<file path="src/rtl/regfile_wb_if.sv">
// Bus bundle for regfile_wb: ALU result port, load-return handshake port and
// the registered register-file write port.
// Handshake: a load return transfers on a rising clk edge where mem_valid and
// mem_ready are both high; mem_ready depends only on registered state, and
// alu_valid is never back-pressured.
interface regfile_wb_if #(
    parameter int AW = 4,
    parameter int DW = 16
);
    logic          alu_valid;
    logic [AW-1:0] alu_addr;
    logic [DW-1:0] alu_data;
    logic          mem_valid;
    logic          mem_ready;
    logic [AW-1:0] mem_addr;
    logic [DW-1:0] mem_data;
    logic          we;
    logic [AW-1:0] w_addr;
    logic [DW-1:0] w_data;
    logic          busy;

    // Write-back block side
    modport slave (
        input  alu_valid, alu_addr, alu_data,
        input  mem_valid, mem_addr, mem_data,
        output mem_ready,
        output we, w_addr, w_data, busy
    );

    // Producer / observer side
    modport master (
        output alu_valid, alu_addr, alu_data,
        output mem_valid, mem_addr, mem_data,
        input  mem_ready,
        input  we, w_addr, w_data, busy
    );
endinterface

</file>
<file path="src/rtl/regfile_wb.sv">
// Register-file write-back arbiter. ALU results write immediately (one edge
// later); load returns are buffered in a DEPTH-entry FIFO and written on
// cycles where no ALU result is present.
// Optional feature: define REGFILE_WB_SQUASH_EN to drop buffered loads whose
// destination is overwritten by a younger ALU result (write-after-write).
module regfile_wb #(
    parameter int DEPTH = 4,
    parameter int AW    = 4,
    parameter int DW    = 16
) (
    input  logic        clk,
    input  logic        rst,
    regfile_wb_if.slave bus
);
    localparam int PW = (DEPTH > 1) ? $clog2(DEPTH) : 1;
    localparam int CW = $clog2(DEPTH + 1);

    logic [PW-1:0] rd_ptr;
    logic [PW-1:0] wr_ptr;
    logic [CW-1:0] count;
    logic [AW-1:0] addr_mem [DEPTH];
    logic [DW-1:0] data_mem [DEPTH];

    logic          push;
    logic          pop;
    logic          head_squashed;
    logic          we_q;
    logic [AW-1:0] w_addr_q;
    logic [DW-1:0] w_data_q;

    // Ready and busy come from the registered count only, so no input can
    // reach them combinationally; a full FIFO stays not-ready during a pop.
    assign bus.mem_ready = (count < CW'(DEPTH));
    assign bus.busy      = (count != '0);
    assign bus.we        = we_q;
    assign bus.w_addr    = w_addr_q;
    assign bus.w_data    = w_data_q;

    // Arbitration: ALU wins, otherwise pop a buffered load if there is one.
    always_comb begin
        push = bus.mem_valid && bus.mem_ready;
        pop  = !bus.alu_valid && (count != '0);
    end

`ifdef REGFILE_WB_SQUASH_EN
    logic [DEPTH-1:0] squash_q;
    logic [DEPTH-1:0] squash_d;

    // Mark live entries (and a same-cycle push) whose address the ALU rewrites.
    always_comb begin
        squash_d = squash_q;
        for (int i = 0; i < DEPTH; i++) begin
            if (bus.alu_valid && (addr_mem[i] == bus.alu_addr) &&
                (CW'(PW'(i) - rd_ptr) < count)) begin
                squash_d[i] = 1'b1;
            end
        end
        if (push) begin
            squash_d[wr_ptr] = bus.alu_valid && (bus.mem_addr == bus.alu_addr);
        end
    end

    // Squash flags are state that must clear on reset.
    always_ff @(posedge clk or negedge rst) begin
        if (!rst) begin
            squash_q <= '0;
        end else begin
            squash_q <= squash_d;
        end
    end

    assign head_squashed = squash_q[rd_ptr];
`else
    assign head_squashed = 1'b0;
`endif

    // FIFO storage; contents need no reset because count gates their use.
    always_ff @(posedge clk) begin
        if (push) begin
            addr_mem[wr_ptr] <= bus.mem_addr;
            data_mem[wr_ptr] <= bus.mem_data;
        end
    end

    // Pointers wrap naturally (power-of-two DEPTH); count tracks 0..DEPTH.
    always_ff @(posedge clk or negedge rst) begin
        if (!rst) begin
            rd_ptr <= '0;
            wr_ptr <= '0;
            count  <= '0;
        end else begin
            if (push) begin
                wr_ptr <= wr_ptr + PW'(1);
            end
            if (pop) begin
                rd_ptr <= rd_ptr + PW'(1);
            end
            case ({push, pop})
                2'b10:   count <= count + CW'(1);
                2'b01:   count <= count - CW'(1);
                default: count <= count;
            endcase
        end
    end

    // Registered write port; address/data hold when nothing is written.
    always_ff @(posedge clk or negedge rst) begin
        if (!rst) begin
            we_q     <= 1'b0;
            w_addr_q <= '0;
            w_data_q <= '0;
        end else if (bus.alu_valid) begin
            we_q     <= 1'b1;
            w_addr_q <= bus.alu_addr;
            w_data_q <= bus.alu_data;
        end else if (pop && !head_squashed) begin
            we_q     <= 1'b1;
            w_addr_q <= addr_mem[rd_ptr];
            w_data_q <= data_mem[rd_ptr];
        end else begin
            we_q     <= 1'b0;
        end
    end
endmodule
</file>
<file path="src/flat_wrapper.sv">
// flat-port wrapper written by rule: the top's interface ports become plain ports
module regfile_wb_flat 
#(
    parameter int DEPTH = 4,
    parameter int AW    = 4,
    parameter int DW    = 16
)
  (clk, rst, bus_alu_valid, bus_alu_addr, bus_alu_data, bus_mem_valid, bus_mem_addr, bus_mem_data, bus_mem_ready, bus_we, bus_w_addr, bus_w_data, bus_busy);
  regfile_wb_if #(.AW(AW), .DW(DW)) bus_i ();
  input  logic clk;
  input  logic rst;
  input wire logic [$bits(bus_i.alu_valid)-1:0] bus_alu_valid;
  input wire logic [$bits(bus_i.alu_addr)-1:0] bus_alu_addr;
  input wire logic [$bits(bus_i.alu_data)-1:0] bus_alu_data;
  input wire logic [$bits(bus_i.mem_valid)-1:0] bus_mem_valid;
  input wire logic [$bits(bus_i.mem_addr)-1:0] bus_mem_addr;
  input wire logic [$bits(bus_i.mem_data)-1:0] bus_mem_data;
  output wire logic [$bits(bus_i.mem_ready)-1:0] bus_mem_ready;
  output wire logic [$bits(bus_i.we)-1:0] bus_we;
  output wire logic [$bits(bus_i.w_addr)-1:0] bus_w_addr;
  output wire logic [$bits(bus_i.w_data)-1:0] bus_w_data;
  output wire logic [$bits(bus_i.busy)-1:0] bus_busy;
  assign bus_i.alu_valid = bus_alu_valid;
  assign bus_i.alu_addr = bus_alu_addr;
  assign bus_i.alu_data = bus_alu_data;
  assign bus_i.mem_valid = bus_mem_valid;
  assign bus_i.mem_addr = bus_mem_addr;
  assign bus_i.mem_data = bus_mem_data;
  assign bus_mem_ready = bus_i.mem_ready;
  assign bus_we = bus_i.we;
  assign bus_w_addr = bus_i.w_addr;
  assign bus_w_data = bus_i.w_data;
  assign bus_busy = bus_i.busy;
  regfile_wb #(.DEPTH(DEPTH), .AW(AW), .DW(DW)) u_core (.clk(clk), .rst(rst), .bus(bus_i));
endmodule
</file>
<file path="config.mk">
export PLATFORM = sky130hd
export DESIGN_NAME = regfile_wb_flat
export DESIGN_NICKNAME = d
export VERILOG_FILES = /design/src/rtl/regfile_wb_if.sv /design/src/rtl/regfile_wb.sv /design/src/flat_wrapper.sv
export SDC_FILE = /design/constraint.sdc
export NUM_CORES = 1
export LEC_CHECK = 0
export BUFFER_PORTS_ARGS = -buffer_cell sky130_fd_sc_hd__buf_2
export CAP_MARGIN = 30
export CELL_PAD_IN_SITES_DETAIL_PLACEMENT = 1
export CELL_PAD_IN_SITES_GLOBAL_PLACEMENT = 2
export CORE_UTILIZATION = 40
export DETAILED_ROUTE_END_ITERATION = 8
export PLACE_DENSITY_LB_ADDON = 0.25
export SLEW_MARGIN = 40
export SYNTH_ARGS = -nofsm -noshare
export SYNTH_HDL_FRONTEND = slang
export SYNTH_SLANG_ARGS = --single-unit
export TNS_END_PERCENT = 5
</file>
<file path="constraint.sdc">
create_clock -name clk -period 2.4 [get_ports clk]
set_clock_uncertainty 0.2 [all_clocks]
set_input_delay 0.24 -clock clk [delete_from_list [all_inputs] [get_ports clk]]
set_output_delay 0.24 -clock clk [all_outputs]
set_load 0.02 [all_outputs]
</file>
Yosys cells after proc, flatten, opt, wreduce, memory -nomap -nowiden

Memory sizes are Yosys's and may differ from the RTL's.
Cells that the tools add are included.

Flip-flop bits (word level): 28
Bits in latches: 0
Memory bits (writable): 80
ROM bits: 0
Input port bits: 44
Word-level logic and storage cells: 30
Memories kept: 2

Memory list:

| name            | depth | width | rd ports | clocked after memory_dff | write ports | RTL line         | RTL |
|---|---|---|---|---|---|---|---|
| u_core.data_mem | 4     | 16    | 1        | 0                        | 1           | regfile_wb.sv:22 | `logic [DW-1:0] data_mem [DEPTH];` |
| u_core.addr_mem | 4     | 4     | 1        | 0                        | 1           | regfile_wb.sv:21 | `logic [AW-1:0] addr_mem [DEPTH];` |

$add $sub $neg: 4
Multipliers: 0
Divide/modulo/power cells: 0
$lt $le $gt $ge: 1
Equality and inequality tests: 2
Shift-type cells: 0
Muxes and demuxes: 9
Bitwise logic cells: 0
Reductions and logical operators: 6

Operator list:

| operator                                           | count |
|---|---|
| 2-to-1 mux 16 bit                                  | 2 |
| 2-to-1 mux 4 bit                                   | 2 |
| case mux 3 bit (2 select lines)                    | 1 |
| adder 2 x 1 -> 2 bit (second input constant)       | 2 |
| 2-to-1 mux 1 bit                                   | 4 |
| nonzero test 2 bit                                 | 2 |
| adder 3 x 1 -> 3 bit (second input constant)       | 1 |
| less-than comparator 3 bit (second input constant) | 1 |
| nonzero test 3 bit                                 | 1 |
| subtractor 3 x 1 -> 3 bit (second input constant)  | 1 |
| == test 2 x 1 -> 1 bit (second input constant)     | 1 |
| == test 2 bit (second input constant)              | 1 |
| logical AND 1 bit                                  | 2 |
| logical NOT 1 bit                                  | 1 |

Longest topological paths before layout

Gate-level depths: netlist of the first run.

Depth after elaboration: 4
Mapped depth: 9

Worst setup path after synthesis of the first run

Ideal clock, no wire load.

Path kind: reg2reg
Start: reg u_core.count[2]
End: mem u_core.addr_mem[0][0], enable pin
Arrival time: 1.291 ns
Required time: 1.822 ns
Path slack: 0.531 ns
Stages on the path, launching flop included: 4
Path buffers: 1
Period minus slack after synthesis: 1.869 ns
Cell sequence: dfrtp_1 nor2b_1 clkbuf_1 and2_1

Longest elaborated chain between the ends: 4

Ends and longest elaborated chain:

| element                                | RTL line          | RTL |
|---|---|---|
| start, declared                        | regfile_wb.sv:20  | `logic [CW-1:0] count;` |
| start signal, assigned                 | regfile_wb.sv:99  | `2'b10: count <= count + CW'(1);` |
| start signal, assigned                 | regfile_wb.sv:100 | `2'b01: count <= count - CW'(1);` |
| start signal, assigned                 | regfile_wb.sv:101 | `default: count <= count;` |
| less-than comparator 3 bit             | regfile_wb.sv:33  | `assign bus.mem_ready = (count < CW'(DEPTH));` |
| logical AND 1 bit                      | regfile_wb.sv:41  | `push = bus.mem_valid && bus.mem_ready;` |
| 2-to-1 mux 1 bit                       | regfile_wb.sv:79  | `if (push) begin` |
| 2-to-1 mux 1 bit (implied by the code) | regfile_wb.sv:80  | `addr_mem[wr_ptr] <= bus.mem_addr;` |
| end, declared                          | regfile_wb.sv:21  |  |

Every way passes these cells.

Worst setup path in the final report of the first run

Start: reg u_core.count[0]
End: out bus_busy

Longest elaborated chain between the ends: 1

Ends and longest elaborated chain:

| element            | RTL line           | RTL |
|---|---|---|
| nonzero test 3 bit | regfile_wb.sv:34   | `assign bus.busy = (count != '0);` |
| end, declared      | flat_wrapper.sv:22 | `output wire logic [$bits(bus_i.busy)-1:0] bus_busy;` |

Every way passes these cells.

==> Flow_metrics.wiki, run 1 <==
{| class="wikitable"
! Metric !! Value
|-
| Die Footprint || 11,400 sq um
|-
| Postcts setup bufs || 0
|-
| Hold wc startpoint || bus_alu_valid
|-
| Seq pwr share || around 47%
|-
| Worst Setup Path Type || reg2out
|-
| Register area share after synthesis || 70.7%
|-
| Net Sw Power || 1.84 mW
|-
| Wire length of the first global-routing pass || 14.2 mm
|-
| Cell-internal power || 3.62 mW
|-
| Number of nets with antenna violations after routing || 0
|-
| Leakage component of the power || 2.06 nW
|-
| Type of origin of the critical path || flip-flop
|-
| Synth top area cells || sky130_fd_sc_hd__edfxtp_1 55%, sky130_fd_sc_hd__dfrtp_1 16%, sky130_fd_sc_hd__mux4_2 9.2%
|-
| Highest fanout seen on the critical path || 11
|-
| DRC errors left || 0
|-
| Crit. Startpoint || u_core.count[0]$_DFFE_PN0P_
|-
| Data required time at the worst endpoint || between 1.5 and 2 ns
|-
| Commonest register cell after synthesis || sky130_fd_sc_hd__edfxtp_1
|-
| Remaining max-slew budget at the tightest pin || 51.7%
|-
| Seq cells post-synth || 108
|-
| Fraction of the cycle the final worst path needs || around 93%
|-
| Maximum level of the CTS H-tree || 3
|-
| Number of antenna violations at the first check in global routing || 0
|-
| Area of the placeable core || approximately 10,000 sq um
|-
| Global-route usage over all layers || 16.9%
|-
| Count of final setup violators || 0
|-
| Fraction of final layout cells sized beyond drive strength 1 || 34.8%
|-
| Synth Instances || 255
|-
| VDD IR-drop max || slightly above 0.0004 V
|-
| Total count of max-transition violations in the final report || 0
|-
| Root buffer cell || sky130_fd_sc_hd__clkbuf_8
|-
| Distinct cells, synth || 25
|-
| Clock slew seen by the registers of the worst setup and hold paths || 0.10 ns
|-
| Number of input and output port buffers inserted || 66
|-
| Post-synthesis cell area || 4390 sq um
|-
| Detailed placement HPWL || around 5.4 mm
|-
| Transition time at the pin with the least slew margin || 0.724 ns
|-
| Die extent in y || 107 microns
|-
| Synth-to-layout area growth || 24.0%
|-
| Boundary pin count || 67
|-
| Number of nets in the finished design || 419
|-
| Reg2Reg Setup Slack || 0.34 ns
|-
| Data arrival at the endpoint of the critical path || 1.80 ns
|-
| Top-count cell post-synth || sky130_fd_sc_hd__edfxtp_1
|-
| Combinational group share of total power || 34.6%
|-
| Final core utilization || 52.0%
|-
| Outcome || completed
|-
| Shortest clock period the worst path allows after layout || 2.24 ns
|-
| Proportion of power drawn by the clock network || between 15 and 20%
|-
| Net switching fraction of the power || 33.6%
|-
| TritonCTS clock tree || done
|-
| Final count of hold timing violations || 0
|-
| Setup tns final || 0 ns
|-
| Maximum number of pins on one net before global-route repair || 43
|-
| Clk sink count || ~110
|-
| DRC violation total after the first TritonRoute iteration || 98
|-
| Initial core utilization || a little over two fifths
|-
| Per-cell routed wire length || roughly 17 microns
|-
| Unrepaired setup endpoints after global routing || no
|-
| Yosys warns || 0
|-
| Number of CTS-inserted buffers || 9
|-
| Proportion of register bits with asynchronous set or reset after synthesis || 25.9%
|-
| Via count || 2,463
|-
| Final wirelength || 8.85 mm
|-
| Crit Reg-Reg Startpoint || u_core.count[0]$_DFFE_PN0P_
|-
| Overflow left after global routing || 0
|-
| Length of the first detailed-routing pass in iterations || 4
|-
| Number of maximum-capacitance violations || 0
|-
| Cell type contributing the most total cell area after synthesis || sky130_fd_sc_hd__edfxtp_1
|-
| Capturing element type of the critical path || output pin
|-
| Row count || 37
|-
| Final antenna diode count || 0
|-
| RePlAce Congestion || 0.666
|-
| Post-Syn Nets || 305
|-
| Via density per instance || 4.83
|-
| Hold Crit Class || in2reg
|-
| Most instantiated cells after synthesis || 80 x sky130_fd_sc_hd__edfxtp_1, 28 x sky130_fd_sc_hd__dfrtp_1, 23 x sky130_fd_sc_hd__a21oi_1, 21 x sky130_fd_sc_hd__nand2_1, 20 x sky130_fd_sc_hd__nor2b_1
|-
| Max Root-Sink Buffers || 2
|-
| Clock Latency Late Sink || 0.35 ns
|-
| Power per cell area || 1000 nW/um^2
|-
| Area fraction of the dominant cell type after synthesis || between 50% and 60%
|-
| Die X || 107 microns
|-
| Number of enable-type register cells in the synthesized netlist || 80
|-
| Fmax || 0.447 GHz
|-
| Via count of the first global-routing pass || 2,700
|-
| Mean cell area of the mapped netlist || 17.2 sq um
|}
## power by group through the flow
stage | Combinational (mW) | Sequential (mW) | Clock [mW]
after floorplan | 1.21 | 2.74 | 0
after global placement | 1.84 | 2.59 | 0
after detailed placement | 1.87 | 2.61 | 0
after CTS | 1.92 | 2.57 | 1.03
after global routing | 2.11 | 2.61 | 1.09
final | 1.89 | 2.56 | 1.01
## cells in the final DEF, fill, tap and decap left out
cell	Yosys	routed
sky130_fd_sc_hd__clkbuf_1	5	1
sky130_fd_sc_hd__buf_2	3	66
sky130_fd_sc_hd__o21ai_0	1	1
sky130_fd_sc_hd__nor2b_1	20	20
sky130_fd_sc_hd__inv_6	0	2
sky130_fd_sc_hd__and2b_2	1	1
sky130_fd_sc_hd__edfxtp_1	80	80
sky130_fd_sc_hd__nor3_4	1	1
sky130_fd_sc_hd__ha_1	5	5
sky130_fd_sc_hd__nor3b_1	1	1
sky130_fd_sc_hd__clkinvlp_4	0	2
sky130_fd_sc_hd__nand2_1	21	21
sky130_fd_sc_hd__mux4_1	2	2
sky130_fd_sc_hd__buf_4	0	10
sky130_fd_sc_hd__mux4_2	18	18
sky130_fd_sc_hd__clkinv_2	0	2
sky130_fd_sc_hd__fa_1	1	1
sky130_fd_sc_hd__nand2b_1	1	1
sky130_fd_sc_hd__xor2_1	3	3
sky130_fd_sc_hd__a21oi_2	17	17
sky130_fd_sc_hd__nor2_1	2	2
sky130_fd_sc_hd__mux2i_1	1	1
sky130_fd_sc_hd__clkinvlp_2	0	1
sky130_fd_sc_hd__dlygate4sd3_1	0	40
sky130_fd_sc_hd__dfrtp_1	28	28
sky130_fd_sc_hd__inv_1	8	7
sky130_fd_sc_hd__xnor2_1	3	3
sky130_fd_sc_hd__clkbuf_8	3	10
sky130_fd_sc_hd__and2_1	4	4
sky130_fd_sc_hd__a21oi_1	23	23
## critical path: stages, from the launching register on
cell and delay, ns:
sky130_fd_sc_hd__dfrtp_1 0.44, sky130_fd_sc_hd__nor3_4 0.36, sky130_fd_sc_hd__clkinvlp_4 0.37, sky130_fd_sc_hd__buf_2 0.27
## registers in the layout, summed over array words and instances (netlist names)
register	flops
u_core.addr_mem	16
u_core.bus.w_addr	4
u_core.bus.w_data	16
u_core.bus.we	1
u_core.count	3
u_core.data_mem	64
u_core.rd_ptr	2
u_core.wr_ptr	2
## cell families after synthesis
kind of cell | synth area share [%]
AND/OR/NAND/NOR | 6.27
adder cells (fa/ha/maj) | 1.88
AO/OA/AOI/OAI | 6.13
multiplexers | 10.7
XOR/XNOR | 1.20
flip-flops | 70.7
buffers and inverters | 3.16
## per-stage QoR
step	instances	instance area, sq um	power, mW	setup WS (ns)	hold WS, ns
floorplan	255	4390	3.95	0.531	-0.256
global placement	453	4860	4.43	0.463	0.139
detailed placement	453	4860	4.48	0.412	0.144
CTS	509	5430	5.52	0.157	0.0115
global route	510	5440	5.80	0.0405	0.0272
finish	510	5440	5.46	0.165	0.0248
## final timing paths
path,to,cells after the start
min in group asynchronous,u_core.bus.w_addr[2]$_DFFE_PN0P_,2
min reg2reg,u_core.count[0]$_DFFE_PN0P_,1
max reg2reg,u_core.count[1]$_DFFE_PN0P_,6
max in group asynchronous,u_core.rd_ptr[0]$_DFFE_PN0P_,2
max,bus_busy,3
min,u_core.rd_ptr[0]$_DFFE_PN0P_,3
## repair_timing
action,in CTS,in global routing
hold buffers,40,0
resized for setup,0,1
endpoints found under the setup margin,0,1
endpoints found under the hold margin,127,0
## layout make-up
| class | instances | area [sq um] |
|---|---|---|
| Clock inverter | 5 | 35.0 |
| Timing Repair Buffer | 116 | 806 |
| Clock buffer | 11 | 141 |
| Timing Repair inverter | 1 | 5.00 |
| Inverter | 8 | 33.8 |
| Fill cell | 1042 | 5020 |
| Tap cell | 136 | 170 |
| Multi-Input combinational cell | 125 | 1150 |
| Sequential cell | 108 | 3100 |
## layer usage
| layer | track usage (%) | vias to the layer above | wire length (microns) |
|---|---|---|---|
| met1 | 23.5 | 1217 | 3990 |
| met2 | 27.9 | 70 | 4320 |
| li1 | - | 1169 | - |
| met3 | 2.07 | 7 | 457 |
| met4 | 5.58 | 0 | 82 |
| met5 | 0 | - | 0 |
Power figures use the tool's default switching activity.
==> run 2: changes to the inputs <==
- CORE_ASPECT_RATIO: unset -> 1.75
- CORE_UTILIZATION: 40 -> 37
- GPL_TIMING_DRIVEN: unset -> 0
- clock period: 2.4 -> 1.93 ns (I/O delays scaled with it)
==> Flow_metrics.wiki, run 2 (synthesis results as in run 1) <==
{| class="wikitable"
! Metric !! Value
|-
| Number of antenna violations at the first check in global routing || 0
|-
| Clk sink count || 108
|-
| DRC errors left || 10
|-
| Net switching fraction of the power || 32.6%
|-
| Leakage component of the power || ~2.1 nW
|-
| Clock Latency Late Sink || 0.34 ns
|-
| Maximum number of pins on one net before global-route repair || 29
|-
| Number of nets in the finished design || roughly 430
|-
| Total count of max-transition violations in the final report || 0
|-
| Fmax || 0.514 GHz
|-
| Final antenna diode count || 0
|-
| Filler instances || 1,170
|-
| Seq pwr share || a little over two fifths
|-
| Fraction of the cycle the final worst path needs || 101%
|-
| Via density per instance || slightly below 5
|-
| Per-cell routed wire length || approximately 17 microns
|-
| Setup tns final || -0.0171 ns
|-
| Overflow left after global routing || 0
|-
| Max FFs per register || 64
|-
| Area of the placeable core || 11,600 sq um
|-
| Leading cell types in the layout, fill and taps excluded || 80 x sky130_fd_sc_hd__edfxtp_1, 67 x sky130_fd_sc_hd__buf_2, 41 x sky130_fd_sc_hd__dlygate4sd3_1
|-
| Hold wc startpoint || bus_alu_valid
|-
| Root buffer cell || sky130_fd_sc_hd__clkbuf_16
|-
| Worst setup margin || -0.0171 ns
|-
| Reg2Reg Setup Slack || 0.03 ns
|-
| R2r endpoint || u_core.count[2]$_DFFE_PN0P_
|-
| Crit path cell chain || nor3_4 -> buf_4 -> inv_2 -> clkbuf_8 -> buf_6
|-
| Capturing element type of the critical path || output pin
|-
| Placed Instance Area || 4890 sq um
|-
| Count of final setup violators || 1
|-
| Hold Crit Class || in2reg
|-
| Combinational group share of total power || 33.2%
|-
| Final core utilization || 48.6%
|-
| Slowest Stage Delay on Critical Path || 0.45 ns
|-
| Worst Setup Path Type || reg2out
|-
| Shortest clock period the worst path allows after layout || about 2 ns
|-
| Number of CTS-inserted buffers || 9
|-
| Final wirelength || 8.92 mm
|-
| Power per cell area || between 1000 and 1500 nW/um^2
|-
| Most common library cell in the layout ignoring fill and taps || sky130_fd_sc_hd__edfxtp_1
|-
| Outcome || complete, but fails checks
|-
| Data required time at the worst endpoint || 1.54 ns
|-
| Boundary pin count || between 60 and 70
|-
| Die Footprint || about 12,000 sq um
|-
| Initial core utilization || 37.9%
|-
| Crit Reg-Reg Startpoint || u_core.count[2]$_DFFE_PN0P_
|-
| Failing checks || DRC, setup timing
|-
| Detailed placement HPWL || 5.79 mm
|-
| Post-route standard cell area excluding fillers || 5630 sq um
|-
| Number of input and output port buffers inserted || 65
|-
| Overall power consumption || 7.42 mW
|-
| Type of origin of the critical path || flip-flop
|-
| Reg2reg path depth || 8
|-
| Net Sw Power || about 2.4 mW
|-
| Wire length of the first global-routing pass || 14.4 mm
|-
| Die X || 84.3 microns
|-
| Synth-to-layout area growth || 28.3%
|-
| Final count of hold timing violations || 0
|-
| Slowest library cell on the worst path || sky130_fd_sc_hd__dfrtp_2
|-
| Remaining max-slew budget at the tightest pin || 54.6%
|-
| Cell-internal power || 5.00 mW
|-
| Via count of the first global-routing pass || 2,735
|-
| Clock slew seen by the registers of the worst setup and hold paths || 0.07 ns
|-
| Row count || 52
|-
| Number of maximum-capacitance violations || 0
|-
| Worst hold stages || 3
|-
| VDD IR-drop max || 0.000554 V
|-
| Die extent in y || 146 microns
|-
| Hold Path Sink || u_core.bus.w_data[13]$_DFFE_PN0P_
|-
| Data arrival at the endpoint of the critical path || 1.55 ns
|-
| Proportion of power drawn by the clock network || 23.6%
|-
| WHS || 0.148 ns
|-
| DRC violation total after the first TritonRoute iteration || 61
|-
| Length of the first detailed-routing pass in iterations || 9
|-
| Highest fanout seen on the critical path || 10
|-
| RePlAce Congestion || 0.668
|-
| TritonCTS clock tree || done
|-
| Fraction of final layout cells sized beyond drive strength 1 || 37.6%
|-
| Via count || 2,488
|-
| Maximum level of the CTS H-tree || 3
|-
| Unrepaired setup endpoints after global routing || yes
|-
| Number of nets with antenna violations after routing || 0
|-
| Max Root-Sink Buffers || 2
|-
| Top reg by flops || u_core.data_mem
|-
| Global-route usage over all layers || 15.7%
|-
| Transition time at the pin with the least slew margin || 0.682 ns
|}
run 2: cell types whose count changed in the layout (fill, tap and decap cells not counted), sizes merged:
| cell | delta |
|---|---|
| buf | -1 |
| clkbuf | +5 |
| clkinvlp | -1 |
| dlygate4sd3 | +1 |
| inv | +2 |
run 2: worst max-delay path by stage:
stage | start | end | cells past startpoint
final | u_core.count[2]$_DFFE_PN0P_ | bus_busy | 5
after floorplan | u_core.count[2]$_DFFE_PN0P_ | u_core.addr_mem[0][0]$_DFFE_PP_ | 3
after global routing | u_core.count[2]$_DFFE_PN0P_ | u_core.count[2]$_DFFE_PN0P_ | 8
after global placement | u_core.count[2]$_DFFE_PN0P_ | u_core.addr_mem[3][0]$_DFFE_PP_ | 3
after CTS | u_core.count[2]$_DFFE_PN0P_ | u_core.count[2]$_DFFE_PN0P_ | 9
after detailed placement | u_core.count[2]$_DFFE_PN0P_ | u_core.data_mem[2][1]$_DFFE_PP_ | 3
run 2: per-stage QoR:
stage          setup WS, ns  std cells
2_1_floorplan        0.0605        255
3_3_place_gp         -0.508        455
3_5_place_dp         -0.160        455
4_1_cts              -0.107        512
5_1_grt             -0.0650        515
6_report            -0.0171        515
run 2: area by class of cell:
cell class	count	area, sq um	area share (%)
buffer	13	105	1.87
clock buffer	9	225	4.00
clock inverter	7	57.6	1.02
inverter	8	30.0	0.533
multi-input combinational	125	1170	20.7
sequential	108	3110	55.1
tap	135	169	3.00
timing repair buffer	110	772	13.7
run 2: repair_timing:
| item | CTS | global route |
|---|---|---|
| pin swaps | 1 | 5 |
| cloned | 0 | 0 |
| setup endpoints to repair | 83 | 63 |
| hold buffers | 41 | 0 |
| setup buffers | 0 | 4 |
| endpoints found under the hold margin | 128 | 0 |
| gates resized for setup | 8 | 6 |
run 2: worst max-delay path, delay by kind of cell, from the launching register on:
| family | cells | cell delay (ns) |
|---|---|---|
| buf+inv | 4 | 0.49 |
| flops | 1 | 0.45 |
| simple gates | 1 | 0.26 |
run 2: per-layer routing:
metal	part of all wire, %	GRT usage (%)	up-vias	wire length [microns]
met5	0	0	-	0
met4	1.4	6.36	0	129
met3	2.4	2.37	11	210
li1	-	-	1188	-
met2	53	27.7	39	4700
met1	43	19.3	1250	3880
run 2: power by group through the flow:
| stage | Combinational, mW | Clock (mW) | Sequential (mW) |
|---|---|---|---|
| after floorplan | 1.51 | 0 | 3.40 |
| after global placement | 2.32 | 0 | 3.24 |
| after detailed placement | 2.38 | 0 | 3.26 |
| after CTS | 2.48 | 1.82 | 3.20 |
| after global routing | 2.71 | 1.90 | 3.25 |
| final | 2.46 | 1.75 | 3.20 |
